### src/rtl/pc_sequencer_pkg.sv
// ============================================================================
// Module   : pc_sequencer_pkg
// Brief    : Shared processor constants and the PC sequencer state encoding.
// Revision : 1.0
// ============================================================================
`default_nettype none

package pc_sequencer_pkg;

  localparam int unsigned PC_WIDTH        = 32;
  localparam logic [31:0] PC_RESET_VECTOR = 32'h0000_0000;

  typedef enum logic [0:0] {
    PCS_RUN     = 1'b0,
    PCS_MD_WAIT = 1'b1
  } pcs_state_e;

endpackage

`default_nettype wire

### src/rtl/pc_sequencer.sv
// ============================================================================
// Module   : pc_sequencer
// Brief    : Decides PC load enable/value, F/D flush and pipeline stall,
//            including a bounded wait on multi-cycle multdiv operations.
// Revision : 1.0
// ============================================================================
`default_nettype none

module pc_sequencer
  import pc_sequencer_pkg::*;
#(
  parameter int unsigned WIDTH        = PC_WIDTH,
  parameter logic [WIDTH-1:0] RESET_VECTOR = PC_RESET_VECTOR[WIDTH-1:0],
  parameter int unsigned INCR         = 1,
  parameter int unsigned MD_TIMEOUT   = 64
) (
  input  logic             clk,
  input  logic             reset,
  input  logic [WIDTH-1:0] pc_cur,
  input  logic             stall_hazard,
  input  logic             md_start,
  input  logic             md_ready,
  input  logic             redirect_valid,
  input  logic [WIDTH-1:0] redirect_target,
  output logic             pc_we,
  output logic [WIDTH-1:0] pc_next,
  output logic             flush_fd,
  output logic             stall_pipe,
  output logic             md_timeout
);

  localparam int unsigned     CNT_W    = (MD_TIMEOUT > 2) ? $clog2(MD_TIMEOUT) : 1;
  localparam logic [CNT_W-1:0] CNT_LAST = CNT_W'(MD_TIMEOUT - 1);
  localparam logic [WIDTH-1:0] INCR_W   = WIDTH'(INCR);

  pcs_state_e       state_q, state_d;
  logic             pend_valid_q, pend_valid_d;
  logic [WIDTH-1:0] pend_target_q, pend_target_d;
  logic [CNT_W-1:0] md_cnt_q, md_cnt_d;

  logic [WIDTH-1:0] pc_incr;
  logic             md_last;
  logic             md_release;

  assign pc_incr    = pc_cur + INCR_W;
  assign md_last    = (md_cnt_q == CNT_LAST);
  assign md_release = md_ready || md_last;

  always_ff @(posedge clk) begin
    if (reset) begin
      state_q       <= PCS_RUN;
      pend_valid_q  <= 1'b0;
      pend_target_q <= '0;
      md_cnt_q      <= '0;
    end else begin
      state_q       <= state_d;
      pend_valid_q  <= pend_valid_d;
      pend_target_q <= pend_target_d;
      md_cnt_q      <= md_cnt_d;
    end
  end

  always_comb begin
    state_d       = state_q;
    pend_valid_d  = pend_valid_q;
    pend_target_d = pend_target_q;
    md_cnt_d      = md_cnt_q;
    pc_we         = 1'b0;
    pc_next       = pc_incr;
    flush_fd      = 1'b0;
    stall_pipe    = 1'b0;
    md_timeout    = 1'b0;

    unique case (state_q)
      PCS_RUN: begin
        if (redirect_valid) begin
          pc_we    = 1'b1;
          pc_next  = redirect_target;
          flush_fd = 1'b1;
        end else if (md_start) begin
          stall_pipe = 1'b1;
          state_d    = PCS_MD_WAIT;
          md_cnt_d   = '0;
        end else if (stall_hazard) begin
          stall_pipe = 1'b1;
        end else begin
          pc_we = 1'b1;
        end
      end

      PCS_MD_WAIT: begin
        stall_pipe = 1'b1;
        md_cnt_d   = md_cnt_q + CNT_W'(1);
        if (md_release) begin
          stall_pipe   = 1'b0;
          pc_we        = 1'b1;
          md_timeout   = md_last;
          state_d      = PCS_RUN;
          pend_valid_d = 1'b0;
          if (redirect_valid) begin
            pc_next  = redirect_target;
            flush_fd = 1'b1;
          end else if (pend_valid_q) begin
            pc_next  = pend_target_q;
            flush_fd = 1'b1;
          end
        end else if (redirect_valid) begin
          // Newest redirect wins; it is replayed when multdiv releases.
          pend_valid_d  = 1'b1;
          pend_target_d = redirect_target;
        end
      end

      default: state_d = PCS_RUN;
    endcase

    if (reset) begin
      pc_we      = 1'b0;
      pc_next    = RESET_VECTOR;
      flush_fd   = 1'b0;
      stall_pipe = 1'b0;
      md_timeout = 1'b0;
    end
  end

endmodule

`default_nettype wire
### config.mk
export PLATFORM = sky130hd
export DESIGN_NAME = pc_sequencer
export DESIGN_NICKNAME = d
export VERILOG_FILES = /design/src/rtl/pc_sequencer_pkg.sv /design/src/rtl/pc_sequencer.sv
export SDC_FILE = /design/constraint.sdc
export NUM_CORES = 1
export LEC_CHECK = 0
export CORE_UTILIZATION = 46
export CTS_CLUSTER_SIZE = 20
export DETAILED_ROUTE_END_ITERATION = 6
export PLACE_DENSITY = 0.91
export SLEW_MARGIN = 20
export SYNTH_ARGS = -nofsm -noshare
export SYNTH_HDL_FRONTEND = slang
export SYNTH_SLANG_ARGS = --single-unit
### constraint.sdc
create_clock -name clk -period 2.3 [get_ports clk]
set_input_delay 0.23 -clock clk [delete_from_list [all_inputs] [get_ports clk]]
set_output_delay 0.23 -clock clk [all_outputs]
set_load 0.02 [all_outputs]
==> metrics, run 1 <==
outcome=stopped before the end; Stopped at=global routing (5_1_grt); Stop Error=[ERROR GRT-0232] Routing congestion too high. Check the congestion heatmap in the GUI.; EDFF count, synth=0; Post-Syn Instances=401; share of the yosys chip area belonging to registers=a little over a quarter; FP Rows=28; flops & latches, synth=40; Worst EP kind=primary output; Synth area leader=dfxtp_1; synth top area cells=dfxtp_1 (27%), nand2_1 (11%), a21oi_1 (8.3%); most common flop cell mapped by yosys=dfxtp_1; CTS sink count=40; IO buf count=around 110; RePlAce Congestion=approximately 1.0; async set-reset flop share out of synthesis=0%; pin count of the biggest net entering global routing=45; share of the synthesized area in the top cell type=27.2%; GRT Residual Overflow=133; Ports=approximately 110; Netlist Area Pre-Place=approximately 3000 sq um; Initial Util=roughly half; CTS H-tree depth=2; CTS Buf Count=5; Max Buffers Root-to-Sink=2; Die X=slightly above 80 um; Final HPWL DP=8560 um; Yosys warnings=0; GRT Total Usage=between 70% and 80%; Die Span Y=approximately 82 um; Netlist cell types=46; Clock Tree Root=clkbuf_8; Cell Area, Placed=4660 sq um; syn nets=approximately 470; Syn Area/Cell=approximately 7.4 sq um; Crit. endpoint post-GRT repair=pc_next[22]
==> metrics by stage <==
step                      instances  setup slack, ns
after floorplan                 401          -0.0570
after global placement          630           -0.643
after detailed placement        630           -0.693
after CTS                       664          -0.0916
==> timing repair <==
action	in CTS
cloned	2
pin swaps	27
hold buffers	0
setup endpoints to repair	36
setup buffers	24
gates resized for setup	242
==> metal layers <==
metal	overflow	GRT usage [%]
met1	0	75.8
met2	83	103
met3	0	53.7
met4	50	97.5
met5	0	2.50
==> cell usage after synthesis (3+ instances only) <==
cell type	n
nand2_1	83
a21oi_1	49
dfxtp_1	40
o22ai_1	30
xnor2_1	26
clkbuf_1	21
nor2_1	21
a221oi_1	16
a211oi_1	9
nor3_1	9
inv_1	8
nand3_1	8
o21ai_0	8
buf_2	6
a211o_1	5
nand4_1	5
nor4_1	5
o21bai_1	5
a31oi_1	3
and3_1	3
mux2i_1	3
nand4_4	3
nor4_4	3
or3_1	3
==> cells by family after synthesis <==
group                      Yosys count  share of synthesized area (%)
muxes                                3                           1.02
AOI/OAI and AO/OA                  131                           28.7
adders and majority gates            2                          0.848
DFF                                 40                           27.2
xor gates and xnor gates            28                           8.32
buffers and inverters               39                           5.73
and+or+nand+nor                    158                           28.2
==> run 2, diff against run 1 <==
- CORE_UTILIZATION: 46 -> 40
- CTS_CLUSTER_SIZE: 20 -> default
- PLACE_DENSITY: 0.91 -> default
- PLACE_DENSITY_LB_ADDON: default -> 0.15
==> metrics, run 2 <==
antenna cells=0; most common flop cell mapped by yosys=dfxtp_1; Max-Cap Viols=0; pin count of the biggest net entering global routing=53; first-pass GRT wire length=between 15,000 and 20,000 um; Syn Area/Cell=approximately 7.4 sq um; Worst path slowest cell=a211oi_2; final setup vio count=19; CTS clk-pin slew, worst paths=around 0.1 ns; Top Registers=pend_target_q: 32 flops, md_cnt_q: 6 flops; FP Rows=30; via count=about 4,100; Initial Util=a little over two fifths; Ports=about 110; CP delay by family, top=buffers and inverters; outcome=finished, violations left; failing checks=setup timing; Sequential Power Share=35.0%; core region area=slightly below 7000 sq um; Max Buffers Root-to-Sink=2; CP arrival=approximately 2.2 ns; CTS H-tree depth=2; most frequent cell after synthesis=nand2_1; RePlAce Congestion=roughly 0.92; Pint=1.37 mW; Netlist cell types=46; share of the yosys chip area belonging to registers=about 27%; CP Data Required Time=~2.1 ns; drt initial violations=265; NumNets Final=about 660; RSZ-0062 raised after global routing=yes; residual DRC count=0; skew final=about 0.014 ns; EDFF count, synth=0; Least-Margin Pin Slew=between 0.3 and 0.4 ns; Final Core Density=a little under 80%; Critical Path Sink Type=output port; clk_lat worst skew=approximately 0.3 ns; CTS Buf Count=5; share of layout cells above drive strength 1=between 30% and 40%; initial antenna violation count=0; share of the synthesized area in the top cell type=27.2%; Buffers & Inverters on Critical Path=6; final worst slack=-0.0824 ns; vias in the first global route=between 3,000 and 4,000; IO buf count=about 110; CP Cell Sequence=clkdlybuf4s15_1 -> buf_6 -> and4_4 -> nand4_4 -> buf_12 -> buf_4 -> buf_4 -> nor3_4 -> xnor2_2 -> a211oi_2 -> buf_4; total power draw=2.03 mW; Die X=87.9 um; max FFs per register=32; Die Span Y=87.9 um; synth cell count leaders=nand2_1 (83), a21oi_1 (49), dfxtp_1 (40); Clock Tree Root=clkbuf_8; kind of critical path=in -> out; power density cells=between 300 and 400 nW/um^2; vias per cell=roughly 6.0; Max transition margin=73.9%; CP max FO=6; first-pass detailed-route iteration total=6; fmax=roughly 420 MHz; most used cell along the critical path=buf_4; GRT Residual Overflow=0; most frequent cells in the layout=buf_4 (103), nand2_1 (83), a21oi_1 (47); VDD IR-drop max=0.373 mV; Post-Syn Instances=401; Gate power share=35.6%; Critical Path Start Type=input port; sw frac=32.3%; Final HPWL DP=7750 um; Final Cycle Share=104%; flops & latches, synth=40; Final Hold Viols=0; Filler cells=roughly 460; Synth-to-Final Area Change=82.4%; CTS sink count=40; wire length per cell=~20 um; Synth area leader=dfxtp_1; GRT Total Usage=a little under a third; syn nets=473; commonest non-fill, non-tap cell in the layout=buf_4; worst min path class=in -> reg; pre-CTS setup slack=-0.769 ns; most flop-heavy register=pend_target_q; async set-reset flop share out of synthesis=0%; Final Critical Period=2.38 ns; switching power=about 660 uW; Die ar.=7720 sq um; ANT nets after route=0; Yosys warnings=0; Final Slew Violations=0; share of total power in the clock network=29.3%; Pleak=between 2 and 2.5 nW; max incr delay on CP=0.26 ns; CTS tree=yes; WL final=roughly 13,000 um; synth top area cells=dfxtp_1 (27%), nand2_1 (11%), a21oi_1 (8.3%); Netlist Area Pre-Place=between 2000 and 3000 sq um
## run 2: cell counts after synthesis
Identical to the previous run, type by type.
## run 2: cell type report
cell class	count	area (sq um)	share of cell area, %
multi-input combinational	322	2430	45.2
tap	96	120	2.23
inverter	9	33.8	0.628
timing repair buffer	207	1880	35.0
clock buffer	6	72.6	1.35
sequential	40	803	14.9
clock inverter	2	35.0	0.651
## run 2: metal layers
layer | GRT usage (%) | share of wire [%] | vias up
met3 | 4.34 | 6.8 | 68
li1 | - | - | 1845
met4 | 14.2 | 5.7 | 0
met2 | 52.1 | 48 | 254
met5 | 0 | 0 | -
met1 | 37.0 | 40 | 1954
## run 2: worst reg2reg max path, delay by kind of cell (launching register included)
family / cells / cell delay [ns]
simple gates: 3 / 0.37
compound gates: 2 / 0.52
buf+inv: 3 / 0.57
flops: 1 / 0.35
fa+ha+maj: 1 / 0.16
## run 2: worst paths after layout
kind / slack, ns / endpoint / cells after the start / from
hold / removal: 0.41 / pend_target_q[26] / 3 / reset
setup reg to reg: 0.23 / pend_target_q[8] / 9 / md_cnt_q[0]
setup / recovery: -0.08 / pc_next[19] / 11 / pc_cur[0]
hold reg to reg: 0.46 / pend_target_q[15] / 2 / pend_target_q[15]
## run 2: power by group through the flow
| stage | registers [mW] | logic (mW) | clock network (mW) |
|---|---|---|---|
| 6_report | 0.711 | 0.724 | 0.596 |
| 5_1_grt | 0.712 | 0.757 | 0.615 |
| 3_3_place_gp | 0.725 | 0.635 | 0 |
| 4_1_cts | 0.710 | 0.636 | 0.582 |
| 3_5_place_dp | 0.726 | 0.641 | 0 |
| 2_1_floorplan | 0.726 | 0.264 | 0 |
## run 2: what timing repair did
| action | in CTS | in global routing |
|---|---|---|
| pin swaps | 24 | 23 |
| hold buffers | 0 | 0 |
| setup endpoints to repair | 36 | 35 |
| gates resized for setup | 235 | 67 |
| setup buffers | 11 | 9 |
## run 2: logic make-up (layout without fill, tap and decap cells)
family	after synthesis	count (layout)	synth area share, %
DFF	40	40	27.2
buffers and inverters	39	224	5.73
xor gates and xnor gates	28	28	8.32
AOI/OAI and AO/OA	131	131	28.7
muxes	3	3	1.02
adders and majority gates	2	2	0.848
and+or+nand+nor	158	158	28.2
## run 2: metrics by stage
stage	instances	area (sq um)	hold slack, ns	TNS, ns
2_1_floorplan	401	2980	0.341	-0.445
3_3_place_gp	654	4710	0.441	-16.05
3_5_place_dp	654	4710	0.448	-16.94
4_1_cts	673	5050	0.394	-0.0543
5_1_grt	682	5380	0.426	-2.25
6_report	682	5380	0.414	-0.465
Power figures use the tool's default switching activity.
==> run 3, diff against run 2 <==
- CORE_MARGIN: default -> 8
==> metrics, run 3 (same netlist as run 2, synthesis figures left out) <==
outcome=finished, violations left; failing checks=setup timing; most frequent cells in the layout=buf_4 (101), nand2_1 (82), clkdlybuf4s50_1 (49); worst min path class=in -> reg; first-pass GRT wire length=between 15,000 and 20,000 um; CTS Buf Count=5; Filler cells=565; GRT Total Usage=roughly 23%; commonest non-fill, non-tap cell in the layout=buf_4; Seq. cell area=803 sq um; Initial Util=~41%; Final Slew Violations=0; FP Rows=31; vias per cell=around 5.6; most flop-heavy register=pend_target_q; WL final=12,400 um; CTS H-tree depth=2; Synth-to-Final Area Change=78.2%; Max transition margin=between 60% and 70%; # hold bufs at CTS=0; clk_lat worst skew=just under 0.3 ns; Top Registers=pend_target_q: 32 flops, md_cnt_q: 6 flops; ANT nets after route=0; CP max FO=5; wire length per cell=around 18 um; Die ar.=10,400 sq um; final setup vio count=23; final worst slack=-0.122 ns; Final Cycle Share=105%; CTS tree=yes; Critical Path Start Type=flop; area occupied by multi-input gates=between 2000 and 2500 sq um; CP Data Required Time=2.07 ns; Max-Cap Viols=0; Die Span Y=just over 100 um; total power draw=around 1.9 mW; first-pass detailed-route iteration total=5; via count=around 3,800; kind of critical path=reg -> out; core region area=~7200 sq um; drt initial violations=about 210; hold depth=2; Ports=about 110; fmax=413 MHz; CTS sink count=40; IO buf count=approximately 110; vias in the first global route=around 3,900; CTS clk-pin slew, worst paths=0.08 ns; Pleak=around 2.0 nW; Die X=slightly above 100 um; power density cells=369 nW/um^2; Layout Cells excl Fill=about 700; RePlAce Congestion=0.860; NumNets Final=between 600 and 700; VDD IR-drop max=around 0.37 mV; Final Critical Period=~2.4 ns; Worst R2R Setup Slack=about 0.28 ns; GRT Residual Overflow=0; Critical Path Sink Type=output port; CP arrival=2.19 ns; placed cells=666; max FFs per register=32; initial antenna violation count=0; Final HPWL DP=a little under 9000 um; share of layout cells above drive strength 1=a little under two fifths; pin count of the biggest net entering global routing=33; skew final=about 0.0053 ns; residual DRC count=0; RSZ-0062 raised after global routing=yes; Final Hold Viols=0; R2R depth=8; Max Buffers Root-to-Sink=2; Clock Tree Root=clkbuf_8; Setup TNS=-0.737 ns; antenna cells=0; Least-Margin Pin Slew=a little over 0.5 ns
run 3: repair_timing:
action	CTS	global route
gates resized for setup	260	41
endpoints found under the setup margin	36	35
buffers inserted	12	2
pin swaps	15	18
run 3: final cells by class:
type,count,area share (%)
multi-input cells,322,44.9
inverters,9,0.643
clock buffers,7,1.64
flip-flops and latches,40,15.3
repair buffers,207,35.1
well taps,99,2.36
clock inverters,1,0.143
run 3: routing by layer:
layer | track usage, % | share of wire, % | vias up
met5 | 0 | 0 | -
met4 | 8.01 | 2.6 | 0
met3 | 5.25 | 6.2 | 31
met2 | 40.3 | 51 | 154
met1 | 26.9 | 41 | 1820
li1 | - | - | 1836
run 3: power breakdown:
part,internal [mW],leakage [nW],switching (mW)
registers,0.704,0.324,0.00684
logic,0.368,1.65,0.365
clock network,0.244,0.0445,0.252
total,1.32,2.02,0.624
run 3: worst max-delay path, cell delays in order, from the launching register on:
cell and delay [ns]:
dfxtp_2 0.34, ha_4 0.16, and3_4 0.17, a311o_2 0.48, o21ai_4 0.11, buf_12 0.14, buf_8 0.11, a32oi_1 0.05
a21oi_1 0.17, buf_4 0.17
run 3: final timing paths:
check,startpoint,to
worst max register to register,md_cnt_q[1],pend_target_q[27]
worst min-delay path,reset,pend_target_q[29]
worst max-delay path,md_cnt_q[1],pc_next[2]
worst min register to register,pend_target_q[20],pend_target_q[20]
run 3: stage by stage:
step / instance area [sq um] / hold WS, ns / utilization, % / setup WS (ns)
finish: 5260 / 0.425 / 72.9 / -0.122
global placement: 4750 / 0.438 / 65.9 / -0.638
global route: 5260 / 0.457 / 72.9 / -0.180
floorplan: 2980 / 0.341 / - / -0.0570
CTS: 5080 / 0.406 / 70.4 / -0.108
detailed placement: 4750 / 0.445 / 65.9 / -0.697
